**config.mk**
```make
export PLATFORM = sky130hd
export DESIGN_NAME = alu_result_stage_flat
export DESIGN_NICKNAME = d
export VERILOG_FILES = /design/src/rtl/alu_pkg.sv /design/src/rtl/alu_result_stage_if.sv /design/src/rtl/alu_result_fifo.sv /design/src/rtl/alu_result_stage.sv /design/src/flat_wrapper.sv
export SDC_FILE = /design/constraint.sdc
export NUM_CORES = 1
export LEC_CHECK = 0
export CELL_PAD_IN_SITES_DETAIL_PLACEMENT = 1
export CELL_PAD_IN_SITES_GLOBAL_PLACEMENT = 2
export CORE_UTILIZATION = 35
export DETAILED_ROUTE_END_ITERATION = 6
export PLACE_DENSITY = 0.86
export SYNTH_ARGS = -nofsm -noshare
export SYNTH_HDL_FRONTEND = slang
export SYNTH_SLANG_ARGS = --single-unit
```
**constraint.sdc**
```tcl
create_clock -name clk -period 6.8 [get_ports clk]
set_input_delay 1.36 -clock clk [delete_from_list [all_inputs] [get_ports clk]]
set_output_delay 1.36 -clock clk [all_outputs]
set_load 0.03 [all_outputs]
```
**src/rtl/alu_pkg.sv**
```systemverilog
// Shared ALU definitions: op codes, data widths and the result-stage entry payload.
package alu_pkg;

    localparam int unsigned OP_W   = 3;
    localparam int unsigned DATA_W = 32;

    typedef enum logic [OP_W-1:0] {
        ALU_ADD  = 3'd0,
        ALU_SUB  = 3'd1,
        ALU_XOR  = 3'd2,
        ALU_SLT  = 3'd3,
        ALU_AND  = 3'd4,
        ALU_NAND = 3'd5,
        ALU_NOR  = 3'd6,
        ALU_OR   = 3'd7
    } alu_op_e;

    typedef struct packed {
        logic zero;
        logic negative;
        logic carry;
        logic overflow;
    } alu_flags_t;

    typedef struct packed {
        logic [OP_W-1:0]   op;
        logic [DATA_W-1:0] result;
        alu_flags_t        flags;
    } alu_entry_t;

    // Only the adder ops produce meaningful carry/overflow.
    function automatic logic is_arith(logic [OP_W-1:0] op);
        return (op == OP_W'(ALU_ADD)) || (op == OP_W'(ALU_SUB));
    endfunction

endpackage

```
**src/rtl/alu_result_stage_if.sv**
```systemverilog
// Producer/consumer handshake bundle around the ALU result stage.
interface alu_result_stage_if;

    logic                       in_valid;
    logic                       in_ready;
    logic [alu_pkg::OP_W-1:0]   in_op;
    logic [alu_pkg::DATA_W-1:0] in_result;
    logic                       in_carryout;
    logic                       in_overflow;

    logic                       out_valid;
    logic                       out_ready;
    logic [alu_pkg::OP_W-1:0]   out_op;
    logic [alu_pkg::DATA_W-1:0] out_result;
    logic                       out_zero;
    logic                       out_negative;
    logic                       out_carry;
    logic                       out_overflow;

    modport slave (
        input  in_valid, in_op, in_result, in_carryout, in_overflow, out_ready,
        output in_ready, out_valid, out_op, out_result,
               out_zero, out_negative, out_carry, out_overflow
    );

    modport master (
        output in_valid, in_op, in_result, in_carryout, in_overflow, out_ready,
        input  in_ready, out_valid, out_op, out_result,
               out_zero, out_negative, out_carry, out_overflow
    );

endinterface

```
**src/rtl/alu_result_fifo.sv**
```systemverilog
// Generic DEPTH x WIDTH FIFO (DEPTH a power of two, >= 2) with registered head output.
module alu_result_fifo #(
    parameter int unsigned DEPTH = 2,
    parameter int unsigned WIDTH = 8
) (
    input  logic             clk,
    input  logic             reset,
    input  logic             push_i,
    input  logic [WIDTH-1:0] wdata_i,
    input  logic             pop_i,
    output logic [WIDTH-1:0] rdata_o,
    output logic             full_o,
    output logic             empty_o
);

    localparam int unsigned AW = $clog2(DEPTH);
    localparam int unsigned CW = AW + 1;

    logic [WIDTH-1:0] mem_q [DEPTH];
    logic [AW-1:0]    wptr_q, wptr_d;
    logic [AW-1:0]    rptr_q, rptr_d;
    logic [CW-1:0]    count_q, count_d;
    logic             do_push, do_pop;

    assign full_o  = (count_q == CW'(DEPTH));
    assign empty_o = (count_q == '0);
    assign rdata_o = mem_q[rptr_q];

    // Guarded so a push into a full or pop from an empty FIFO is a no-op.
    assign do_push = push_i & ~full_o;
    assign do_pop  = pop_i & ~empty_o;

    always_comb begin
        wptr_d  = wptr_q;
        rptr_d  = rptr_q;
        count_d = count_q;
        if (do_push) wptr_d = wptr_q + AW'(1);
        if (do_pop)  rptr_d = rptr_q + AW'(1);
        unique case ({do_push, do_pop})
            2'b10:   count_d = count_q + CW'(1);
            2'b01:   count_d = count_q - CW'(1);
            default: count_d = count_q;
        endcase
    end

    always_ff @(posedge clk) begin
        if (reset) begin
            wptr_q  <= '0;
            rptr_q  <= '0;
            count_q <= '0;
            for (int unsigned i = 0; i < DEPTH; i++) mem_q[i] <= '0;
        end else begin
            wptr_q  <= wptr_d;
            rptr_q  <= rptr_d;
            count_q <= count_d;
            if (do_push) mem_q[wptr_q] <= wdata_i;
        end
    end

endmodule

```
**src/rtl/alu_result_stage.sv**
```systemverilog
// Registered ALU result stage: flag derivation, FIFO buffering and optional stats.
// Optional feature macro: ALU_RESULT_STATS_EN (accepted-result counter and overflow sticky).
module alu_result_stage
    import alu_pkg::*;
#(
    parameter int unsigned DEPTH   = 2,
    parameter int unsigned STATS_W = 16
) (
    input  logic               clk,
    input  logic               reset,
    alu_result_stage_if.slave  bus,
    input  logic               stat_clear,
    output logic [STATS_W-1:0] stat_count,
    output logic               stat_ovf_sticky
);

    alu_entry_t entry_d;
    alu_entry_t head;
    logic       full, empty;
    logic       push, pop;

    // Normalise the mux output and compute flags on the value actually stored.
    always_comb begin
        entry_d        = '0;
        entry_d.op     = bus.in_op;
        entry_d.result = (bus.in_op == OP_W'(ALU_SLT))
                       ? {{(DATA_W-1){1'b0}}, bus.in_result[0]}
                       : bus.in_result;
        entry_d.flags.zero     = (entry_d.result == '0);
        entry_d.flags.negative = entry_d.result[DATA_W-1];
        if (is_arith(bus.in_op)) begin
            entry_d.flags.carry    = bus.in_carryout;
            entry_d.flags.overflow = bus.in_overflow;
        end
    end

    // Ready depends only on stored occupancy (and reset), never on out_ready.
    assign bus.in_ready  = ~reset & ~full;
    assign bus.out_valid = ~empty;
    assign push          = bus.in_valid & bus.in_ready;
    assign pop           = bus.out_valid & bus.out_ready;

    alu_result_fifo #(
        .DEPTH (DEPTH),
        .WIDTH ($bits(alu_entry_t))
    ) u_fifo (
        .clk     (clk),
        .reset   (reset),
        .push_i  (push),
        .wdata_i (entry_d),
        .pop_i   (pop),
        .rdata_o (head),
        .full_o  (full),
        .empty_o (empty)
    );

    assign bus.out_op       = head.op;
    assign bus.out_result   = head.result;
    assign bus.out_zero     = head.flags.zero;
    assign bus.out_negative = head.flags.negative;
    assign bus.out_carry    = head.flags.carry;
    assign bus.out_overflow = head.flags.overflow;

`ifdef ALU_RESULT_STATS_EN
    logic [STATS_W-1:0] stat_count_q, stat_count_d;
    logic               ovf_sticky_q, ovf_sticky_d;

    // Clear has priority over a same-cycle push.
    always_comb begin
        stat_count_d = stat_count_q;
        ovf_sticky_d = ovf_sticky_q;
        if (stat_clear) begin
            stat_count_d = '0;
            ovf_sticky_d = 1'b0;
        end else if (push) begin
            stat_count_d = stat_count_q + STATS_W'(1);
            if (is_arith(bus.in_op) && bus.in_overflow) ovf_sticky_d = 1'b1;
        end
    end

    always_ff @(posedge clk) begin
        if (reset) begin
            stat_count_q <= '0;
            ovf_sticky_q <= 1'b0;
        end else begin
            stat_count_q <= stat_count_d;
            ovf_sticky_q <= ovf_sticky_d;
        end
    end

    assign stat_count      = stat_count_q;
    assign stat_ovf_sticky = ovf_sticky_q;
`else
    logic unused_stat_clear;
    assign unused_stat_clear = stat_clear;
    assign stat_count        = '0;
    assign stat_ovf_sticky   = 1'b0;
`endif

endmodule

```
**src/flat_wrapper.sv**
```systemverilog
// flat-port wrapper written by rule: the top's interface ports become plain ports
module alu_result_stage_flat import alu_pkg::*;
#(
    parameter int unsigned DEPTH   = 2,
    parameter int unsigned STATS_W = 16
)
  (clk, reset, stat_clear, stat_count, stat_ovf_sticky, bus_in_valid, bus_in_op, bus_in_result, bus_in_carryout, bus_in_overflow, bus_out_ready, bus_in_ready, bus_out_valid, bus_out_op, bus_out_result, bus_out_zero, bus_out_negative, bus_out_carry, bus_out_overflow);
  alu_result_stage_if bus_i ();
  input  logic clk;
  input  logic reset;
  input  logic stat_clear;
  output logic [STATS_W-1:0] stat_count;
  output logic stat_ovf_sticky;
  input wire logic [$bits(bus_i.in_valid)-1:0] bus_in_valid;
  input wire logic [$bits(bus_i.in_op)-1:0] bus_in_op;
  input wire logic [$bits(bus_i.in_result)-1:0] bus_in_result;
  input wire logic [$bits(bus_i.in_carryout)-1:0] bus_in_carryout;
  input wire logic [$bits(bus_i.in_overflow)-1:0] bus_in_overflow;
  input wire logic [$bits(bus_i.out_ready)-1:0] bus_out_ready;
  output wire logic [$bits(bus_i.in_ready)-1:0] bus_in_ready;
  output wire logic [$bits(bus_i.out_valid)-1:0] bus_out_valid;
  output wire logic [$bits(bus_i.out_op)-1:0] bus_out_op;
  output wire logic [$bits(bus_i.out_result)-1:0] bus_out_result;
  output wire logic [$bits(bus_i.out_zero)-1:0] bus_out_zero;
  output wire logic [$bits(bus_i.out_negative)-1:0] bus_out_negative;
  output wire logic [$bits(bus_i.out_carry)-1:0] bus_out_carry;
  output wire logic [$bits(bus_i.out_overflow)-1:0] bus_out_overflow;
  assign bus_i.in_valid = bus_in_valid;
  assign bus_i.in_op = bus_in_op;
  assign bus_i.in_result = bus_in_result;
  assign bus_i.in_carryout = bus_in_carryout;
  assign bus_i.in_overflow = bus_in_overflow;
  assign bus_i.out_ready = bus_out_ready;
  assign bus_in_ready = bus_i.in_ready;
  assign bus_out_valid = bus_i.out_valid;
  assign bus_out_op = bus_i.out_op;
  assign bus_out_result = bus_i.out_result;
  assign bus_out_zero = bus_i.out_zero;
  assign bus_out_negative = bus_i.out_negative;
  assign bus_out_carry = bus_i.out_carry;
  assign bus_out_overflow = bus_i.out_overflow;
  alu_result_stage #(.DEPTH(DEPTH), .STATS_W(STATS_W)) u_core (.clk(clk), .reset(reset), .bus(bus_i), .stat_clear(stat_clear), .stat_count(stat_count), .stat_ovf_sticky(stat_ovf_sticky));
endmodule
```
==> impl_metrics.tcl, run 1 <==
set metrics [dict create \
    status "complete, no violations" \
    dieArea_sq_um 11300 \
    placed_cells 470 \
    worst-path-max-fanout 6 \
    netlist_instances 266 \
    worst_slew_pin_slew_ns 0.999 \
    synth.distinct_cells 29 \
    start_util 0.365 \
    ir_drop_v 0.000161 \
    r2r_end "u_core.u_fifo.mem_q[1][5]" \
    gp_congestion 0.694 \
    skew_ns 0.00849 \
    cts_buffer_depth 2 \
    crit_path_max_incr_delay_ns 0.60 \
    critPathArrivalTime_ns 2.90 \
    ys.flop_type "edfxtp_1" \
    firstDrtPassIters 4 \
    num_antenna_cells 0 \
    wirelength_um 7510 \
    crit_chain "clkdlybuf4s50_1 > clkinv_2 > o21a_1 > clkdlybuf4s50_1" \
    busiest_layer "met2" \
    startpoint_type "input pin" \
    synth_edf_count 76 \
    clkTransAtPathRegs_ns 0.08 \
    grt_setup_unrepaired "false" \
    htree_levels 3 \
    cts_buffers 9 \
    drc 0 \
    reg2reg_slack_ns 4.67 \
    timing.fmax_mhz 235 \
    avgSynthCellArea_sq_um 14.3 \
    total_power_w 0.00153 \
    cts.hold.buffers_added 0 \
    post_cts_buffers 0 \
    clock_latency_ns 0.34 \
    async_flop_share 0 \
    ys_seq_area_frac 0.627 \
    cts_root_buffer "clkbuf_8" \
    met3_usage 0.0233 \
    min_period_over_period 0.627 \
    ant_nets 0 \
    cp.required_ns 5.44 \
    crit_path_frequent_cell "clkdlybuf4s50_1" \
    slowest_stage "clkdlybuf4s50_1" \
    grtUsageMet1 0.168 \
    clock_sinks 81 \
    hold-path-endpoint "u_core.u_fifo.rptr_q" \
    instances_no_fill 486 \
    rows 37 \
    die_w_um 106 \
    grt_max_degree 39 \
    core_area_sq_um 10400 \
    hold_class "flip-flop to flip-flop" \
    critical_path_class "input pin to output pin" \
    nets 388 \
    hold_depth 2 \
    finalMaxSlewViolations 0 \
    grt_usage 0.139 \
    post_cts_resized 0 \
    ios 100 \
    grt_pass1_wl_um 11600 \
    crit_start "reset" \
    hpwl_um 4910 \
    grt.overflow.total 0 \
    final_common_cell "clkdlybuf4s50_1" \
    initialDrtViolationCount 74 \
    cts_tree "done" \
    syn_area_sq_um 3800 \
    vias 2238 \
    hp-start "u_core.u_fifo.rptr_q" \
    place_area_sq_um 4630 \
    use_met2 0.242 \
    setup_violations 0 \
    hold_viol 0 \
    wl_per_cell_um 15.5 \
    die_h_um 106 \
    finalCriticalPeriod_ns 4.26 \
    cap_viol_max_count 0 \
    synth_seq_cells 81 \
    area.growth.synth_to_final_pct 27.3 \
    p_per_area_nw_per_um2 317 \
    slew_headroom 0.332 \
    grt_pass1_vias 2268 \
    io_buffers 81 \
    antenna_found_initial 0 \
    routed_via_density 4.60 \
    synth_warnings 0 \
    drive_gt1_frac 0.174 \
    postLayoutCellArea_sq_um 4840 \
    critPathTopFamily "buffers and inverters" \
    critPathBufInv 3 \
    reg2reg_depth 2 \
    worstSetupEndpointType "output pin" \
    tns_ns 0 \
    final_cell_mix "81 x clkdlybuf4s50_1, 76 x edfxtp_1, 69 x and2_1" \
    crit-reg2reg-launch "u_core.u_fifo.wptr_q" \
    p_leak_nw 1.77 \
]
[per-layer routing]
metal,part of all wire,vias to the layer above
met1,0.44,1096
li1,-,1073
met2,0.51,60
met3,0.038,9
met5,0,-
met4,0.013,0
[synthesized netlist by cell type (all sizes together), types with 2 or more instances]
cell	count	area, sq um
xnor2	2	17.5
dfxtp	5	100
o21ai	3	15.0
nand2	2	7.51
and2	69	432
edfxtp	76	2280
nor4	9	56.3
buf	30	235
nor2	9	41.3
nand4	2	12.5
mux2	38	428
xor2	2	17.5
nor3	3	26.3
and3	5	31.3
[how the worst max path moves through the flow]
stage                                 to  slack, ns  cells past startpoint
6_report                    bus_in_ready       2.54                      4
5_1_grt                     bus_in_ready       2.46                      4
4_1_cts                     bus_in_ready       2.52                      4
3_5_place_dp                bus_in_ready       2.53                      4
3_3_place_gp                bus_in_ready       2.54                      4
2_1_floorplan  u_core.u_fifo.mem_q[0][0]       2.03                      3
[flip-flops by register name, indices dropped and copies added, names as in the netlist, named ones only]
register               cells
u_core.u_fifo.wptr_q       1
u_core.u_fifo.mem_q       76
u_core.u_fifo.rptr_q       1
u_core.u_fifo.count_q      2
[cell families after synthesis]
family                     count (synthesis)  share of synthesized area
AOI/OAI and AO/OA                          8                     0.0191
xor gates and xnor gates                   4                    0.00923
adders and majority gates                  1                    0.00329
buffers and inverters                     32                     0.0642
DFF                                       81                      0.627
muxes                                     38                      0.113
other                                      1                   0.000988
and+or+nand+nor                          101                      0.163
[tightest hold or removal path, cell delays in order (launching register included)]
cell	delay, ns
dfxtp_1	0.34
xnor2_1	0.09
nor2_1	0.07
[where the power goes]
group | switching (W) | leakage (nW) | total (W) | internal [W]
Clock | 0.000165 | 0.0976 | 0.000370 | 0.000204
Sequential | 0.0000578 | 0.837 | 0.000663 | 0.000605
Combinational | 0.000264 | 0.839 | 0.000499 | 0.000235
[area by class of cell]
cell class / count / area [sq um]
clock buffer: 10 / 128
inverter: 2 / 8.76
sequential: 81 / 2380
timing repair buffer: 82 / 818
multi-input combinational: 169 / 1240
tap: 136 / 170
fill: 1081 / 5580
clock inverter: 6 / 82.6
[stage by stage]
step,utilization,setup WS (ns),hold WS [ns]
after floorplan,-,2.03,0.472
after global placement,0.444,2.54,0.495
after detailed placement,0.444,2.53,0.511
after CTS,0.464,2.52,0.530
after global routing,0.464,2.46,0.583
final,0.464,2.54,0.529
Power figures use the tool's default switching activity.
==> run 2, diff against run 1 <==
--- a/config.mk
+++ b/config.mk
@@ -7,9 +7,9 @@
 export LEC_CHECK = 0
 export CELL_PAD_IN_SITES_DETAIL_PLACEMENT = 1
 export CELL_PAD_IN_SITES_GLOBAL_PLACEMENT = 2
-export CORE_UTILIZATION = 35
+export CORE_UTILIZATION = 29
 export DETAILED_ROUTE_END_ITERATION = 6
-export PLACE_DENSITY = 0.86
+export PLACE_DENSITY = 0.76
 export SYNTH_ARGS = -nofsm -noshare
 export SYNTH_HDL_FRONTEND = slang
 export SYNTH_SLANG_ARGS = --single-unit
==> constraint.sdc (replaced) <==
create_clock -name clk -period 3.9 [get_ports clk]
set_input_delay 0.78 -clock clk [delete_from_list [all_inputs] [get_ports clk]]
set_output_delay 0.78 -clock clk [all_outputs]
set_load 0.03 [all_outputs]
==> impl_metrics.tcl, run 2 (synthesized netlist as in run 1, its figures left out) <==
set metrics [dict create \
    status "complete, no violations" \
    dieArea_sq_um 13600 \
    grt_max_degree 31 \
    ant_nets 0 \
    final_common_cell "clkdlybuf4s50_1" \
    area.growth.synth_to_final_pct 31.8 \
    grt_pass1_wl_um 12700 \
    skew_ns 0.00742 \
    setup_violations 0 \
    gp_congestion 0.714 \
    core_area_sq_um 12700 \
    antenna_found_initial 0 \
    critPathBufInv 3 \
    cap_viol_max_count 0 \
    timing.fmax_mhz 320 \
    dp_slack_ns 0.777 \
    reg_top3 "u_core.u_fifo.mem_q (76), u_core.u_fifo.count_q (2)" \
    clkTransAtPathRegs_ns 0.06 \
    drive_gt1_frac 0.187 \
    hpwl_um 5670 \
    worstSetupEndpointType "output pin" \
    cts_root_buffer "clkbuf_16" \
    tns_ns 0 \
    ios 100 \
    layout_setup_ws_ns 0.776 \
    hold_class "flip-flop to flip-flop" \
    reg2reg_slack_ns 2.01 \
    htree_levels 3 \
    ir_drop_v 0.000245 \
    final_cell_mix "81 x clkdlybuf4s50_1, 76 x edfxtp_1, 69 x and2_1" \
    critPathTopFamily "buffers and inverters" \
    post_cts_buffers 0 \
    die_w_um 116 \
    crit_chain "clkdlybuf4s50_1 > clkinv_2 > o21a_1 > clkdlybuf4s50_1" \
    top_register "u_core.u_fifo.mem_q" \
    cts_buffer_depth 2 \
    grt.overflow.total 0 \
    grt_setup_unrepaired "false" \
    cp.required_ns 3.12 \
    wirelength_um 8340 \
    grt_pass1_vias 2499 \
    crit_path_max_incr_delay_ns 0.61 \
    worst_slew_pin_slew_ns 0.700 \
    grt_usage 0.131 \
    clock_sinks 81 \
    min_period_over_period 0.801 \
    start_util 0.300 \
    p_per_area_nw_per_um2 569 \
    rows 41 \
    cts_tree "done" \
    cts.hold.buffers_added 0 \
    firstDrtPassIters 4 \
    critPathArrivalTime_ns 2.34 \
    num_antenna_cells 0 \
    wl_per_cell_um 15.9 \
    finalMaxSlewViolations 0 \
    vias 2285 \
    slew_headroom 0.532 \
    routed_via_density 4.35 \
    die_h_um 116 \
    slowest_stage "clkdlybuf4s50_1" \
    drc 0 \
    io_buffers 81 \
    critical_path_class "input pin to output pin" \
    startpoint_type "input pin" \
    worst-path-max-fanout 6 \
    post_cts_resized 0 \
    clock_latency_ns 0.33 \
    initialDrtViolationCount 90 \
    largest_reg_flops 76 \
    crit_path_frequent_cell "clkdlybuf4s50_1" \
    p_leak_nw 1.85 \
    cts_buffers 9 \
    finalCriticalPeriod_ns 3.12 \
    nets 391 \
    hold_viol 0 \
]
[run 2: changes by cell type in the layout (fill, tap and decap cells not counted), sizes merged]
| cell | previous run | this run |
|---|---|---|
| buf | 1 | 4 |
| bufinv | 2 | 0 |
| clkinv | 3 | 4 |
| clkbuf | 10 | 13 |
| clkinvlp | 2 | 0 |
[run 2: worst paths after layout]
kind / cells after the start / from / to
setup / recovery: 4 / reset / bus_in_ready
hold / removal: 2 / u_core.u_fifo.rptr_q / u_core.u_fifo.rptr_q
setup reg to reg: 3 / u_core.u_fifo.wptr_q / u_core.u_fifo.mem_q[1][23]
hold reg to reg: 2 / u_core.u_fifo.rptr_q / u_core.u_fifo.rptr_q
[run 2: power breakdown]
part / switching, W / internal, W / total, W
clock network: 0.000321 / 0.000480 / 0.000801
logic: 0.000511 / 0.000419 / 0.000930
registers: 0.0000618 / 0.00106 / 0.00112
total: 0.000894 / 0.00196 / 0.00285
[run 2: final cells by class]
| type | instances | area, sq um |
|---|---|---|
| Sequential cell | 81 | 2380 |
| Tap cell | 172 | 215 |
| Fill cell | 1313 | 7670 |
| Multi-Input combinational cell | 169 | 1240 |
| Clock buffer | 13 | 270 |
| Clock inverter | 3 | 15.0 |
| Inverter | 2 | 8.76 |
| Timing Repair Buffer | 85 | 866 |
[run 2: worst register-to-register path, delay by kind of cell (launching register included)]
family / cells / cell delay [ns]
AOI/OAI and AO/OA: 1 / 0.29
DFF: 1 / 0.58
and+or+nand+nor: 2 / 0.88
[run 2: stage by stage]
step | total power (W) | cells | cell area, sq um | hold slack [ns] | util
floorplan | 0.00174 | 282 | 3860 | 0.472 | -
global placement | 0.00206 | 509 | 4720 | 0.500 | 0.372
detailed placement | 0.00208 | 509 | 4720 | 0.518 | 0.372
CTS | 0.00289 | 525 | 5000 | 0.532 | 0.395
global route | 0.00298 | 525 | 5000 | 0.571 | 0.395
finish | 0.00285 | 525 | 5000 | 0.527 | 0.395
[run 2: per-layer routing]
| layer | track usage | part of all wire |
|---|---|---|
| met1 | 0.145 | 0.42 |
| met2 | 0.236 | 0.52 |
| met3 | 0.0327 | 0.043 |
| met4 | 0.0590 | 0.017 |
| met5 | 0 | 0 |
==> run 3, diff against run 2 <==
==> constraint.sdc (replaced) <==
create_clock -name clk -period 2.7 [get_ports clk]
set_input_delay 0.54 -clock clk [delete_from_list [all_inputs] [get_ports clk]]
set_output_delay 0.54 -clock clk [all_outputs]
set_load 0.03 [all_outputs]
==> impl_metrics.tcl, run 3 (synthesized netlist as in run 1, its figures left out) <==
set metrics [dict create \
    status "complete, no violations" \
    hold_viol 0 \
    reg2reg_slack_ns 0.80 \
    slew_headroom 0.284 \
    r2r_end "u_core.u_fifo.mem_q[0][19]" \
    grt_setup_unrepaired "false" \
    hpwl_um 5630 \
    crit_chain "clkdlybuf4s50_1 > clkinv_2 > o21a_1 > clkdlybuf4s50_1" \
    vias 2310 \
    crit-reg2reg-launch "u_core.u_fifo.count_q[0]" \
    largest_reg_flops 76 \
    worstSetupEndpointType "output pin" \
    htree_levels 3 \
    nets 396 \
    total_power_w 0.00418 \
    cap_viol_max_count 0 \
    timing.fmax_mhz 395 \
    finalCriticalPeriod_ns 2.53 \
    skew_ns 0.00471 \
    post_cts_buffers 0 \
    critPathArrivalTime_ns 1.99 \
    cts.hold.buffers_added 0 \
    slowest_stage "clkdlybuf4s50_1" \
    dieArea_sq_um 13600 \
    hold_class "flip-flop to flip-flop" \
    grt.overflow.total 0 \
    cp.required_ns 2.16 \
    nFillCells 1357 \
    startpoint_type "input pin" \
    wirelength_um 8290 \
    dp_slack_ns 0.0978 \
    ant_nets 0 \
    rows 41 \
    p_per_area_nw_per_um2 831 \
    worst_slew_pin_slew_ns 1.07 \
    final_cell_mix "81 x clkdlybuf4s50_1, 76 x edfxtp_1, 69 x and2_1" \
    area.growth.synth_to_final_pct 32.5 \
    reg_top3 "u_core.u_fifo.mem_q (76), u_core.u_fifo.count_q (2)" \
    ir_drop_v 0.000370 \
    layout_setup_ws_ns 0.166 \
    hp-start "u_core.u_fifo.count_q[1]" \
    wl_per_cell_um 15.6 \
    cts_root_buffer "clkbuf_16" \
    final_util 0.397 \
    min_period_over_period 0.939 \
    num_antenna_cells 0 \
    grt_max_degree 31 \
    ios 100 \
    reg2reg_depth 3 \
    crit_path_max_incr_delay_ns 0.68 \
    critPathBufInv 3 \
    p_leak_nw 1.87 \
    finalMaxSlewViolations 0 \
    initialDrtViolationCount 104 \
    post_cts_resized 0 \
    grt_pass1_wl_um 12700 \
    clkTransAtPathRegs_ns 0.06 \
    cts_buffers 9 \
    start_util 0.300 \
    io_buffers 81 \
    antenna_found_initial 0 \
    routed_via_density 4.36 \
    cts_tree "done" \
    firstDrtPassIters 4 \
    die_w_um 116 \
    tns_ns 0 \
    crit_path_frequent_cell "clkdlybuf4s50_1" \
    gp_congestion 0.735 \
    hold-path-endpoint "u_core.u_fifo.count_q[1]" \
    top_register "u_core.u_fifo.mem_q" \
    hold_depth 2 \
    final_common_cell "clkdlybuf4s50_1" \
    clock_latency_ns 0.32 \
    setup_violations 0 \
    core_area_sq_um 12700 \
    worst-path-max-fanout 5 \
    clock_sinks 81 \
    critical_path_class "input pin to output pin" \
    drive_gt1_frac 0.196 \
    die_h_um 116 \
    grt_pass1_vias 2518 \
    drc 0 \
    grt_usage 0.129 \
    cts_buffer_depth 2 \
    critPathTopFamily "buffers and inverters" \
]
[run 3: changes by cell type in the layout (fill, tap and decap cells not counted)]
cell       change
buf_12         -2
buf_4          +7
bufinv_16      +1
clkbuf_1       +1
clkbuf_8       -1
clkinv_2       -1
[run 3: how the worst max path moves through the flow]
stage	slack (ns)	endpoint	start	depth (start not counted)
2_1_floorplan	0.50	u_core.u_fifo.mem_q[0][0]	reset	3
3_3_place_gp	0.13	u_core.u_fifo.mem_q[0][25]	reset	5
3_5_place_dp	0.1	u_core.u_fifo.mem_q[0][29]	reset	5
4_1_cts	0.15	bus_out_result[21]	flip-flop	3
5_1_grt	0.11	bus_in_ready	reset	4
6_report	0.17	bus_in_ready	reset	4
[run 3: routing by layer]
layer	wire, um	share of wire	global-route usage
met2	4270	0.52	0.231
met3	379	0.046	0.0259
met4	102	0.012	0.0581
met5	0	0	0
met1	3540	0.43	0.148
[run 3: cell type report]
cell class                      instances  area, sq um  share of cell area
Clock inverter                          3         40.0             0.00796
Tap cell                              172          215              0.0428
Multi-Input combinational cell        169         1240               0.247
Sequential cell                        81         2380               0.474
Clock buffer                           13          260              0.0517
Inverter                                2         8.76             0.00174
Timing Repair Buffer                   90          878               0.175
[run 3: tightest hold or removal path, stage by stage, from the launching register on]
cell and delay (ns):
dfxtp_1 0.33, o21ai_0 0.08, a21oi_1 0.06
[run 3: power breakdown]
part           internal [W]  switching, W  leakage (nW)
combinational      0.000611      0.000763         0.878
clock              0.000764      0.000457         0.150
sequential          0.00153     0.0000607         0.837
total               0.00290       0.00128          1.87
[run 3: metrics by stage]
step	hold slack [ns]	area, sq um	std cells
CTS	0.518	5030	530
global route	0.570	5030	530
global placement	0.496	4730	514
floorplan	0.472	3860	282
detailed placement	0.505	4730	514
finish	0.514	5030	530
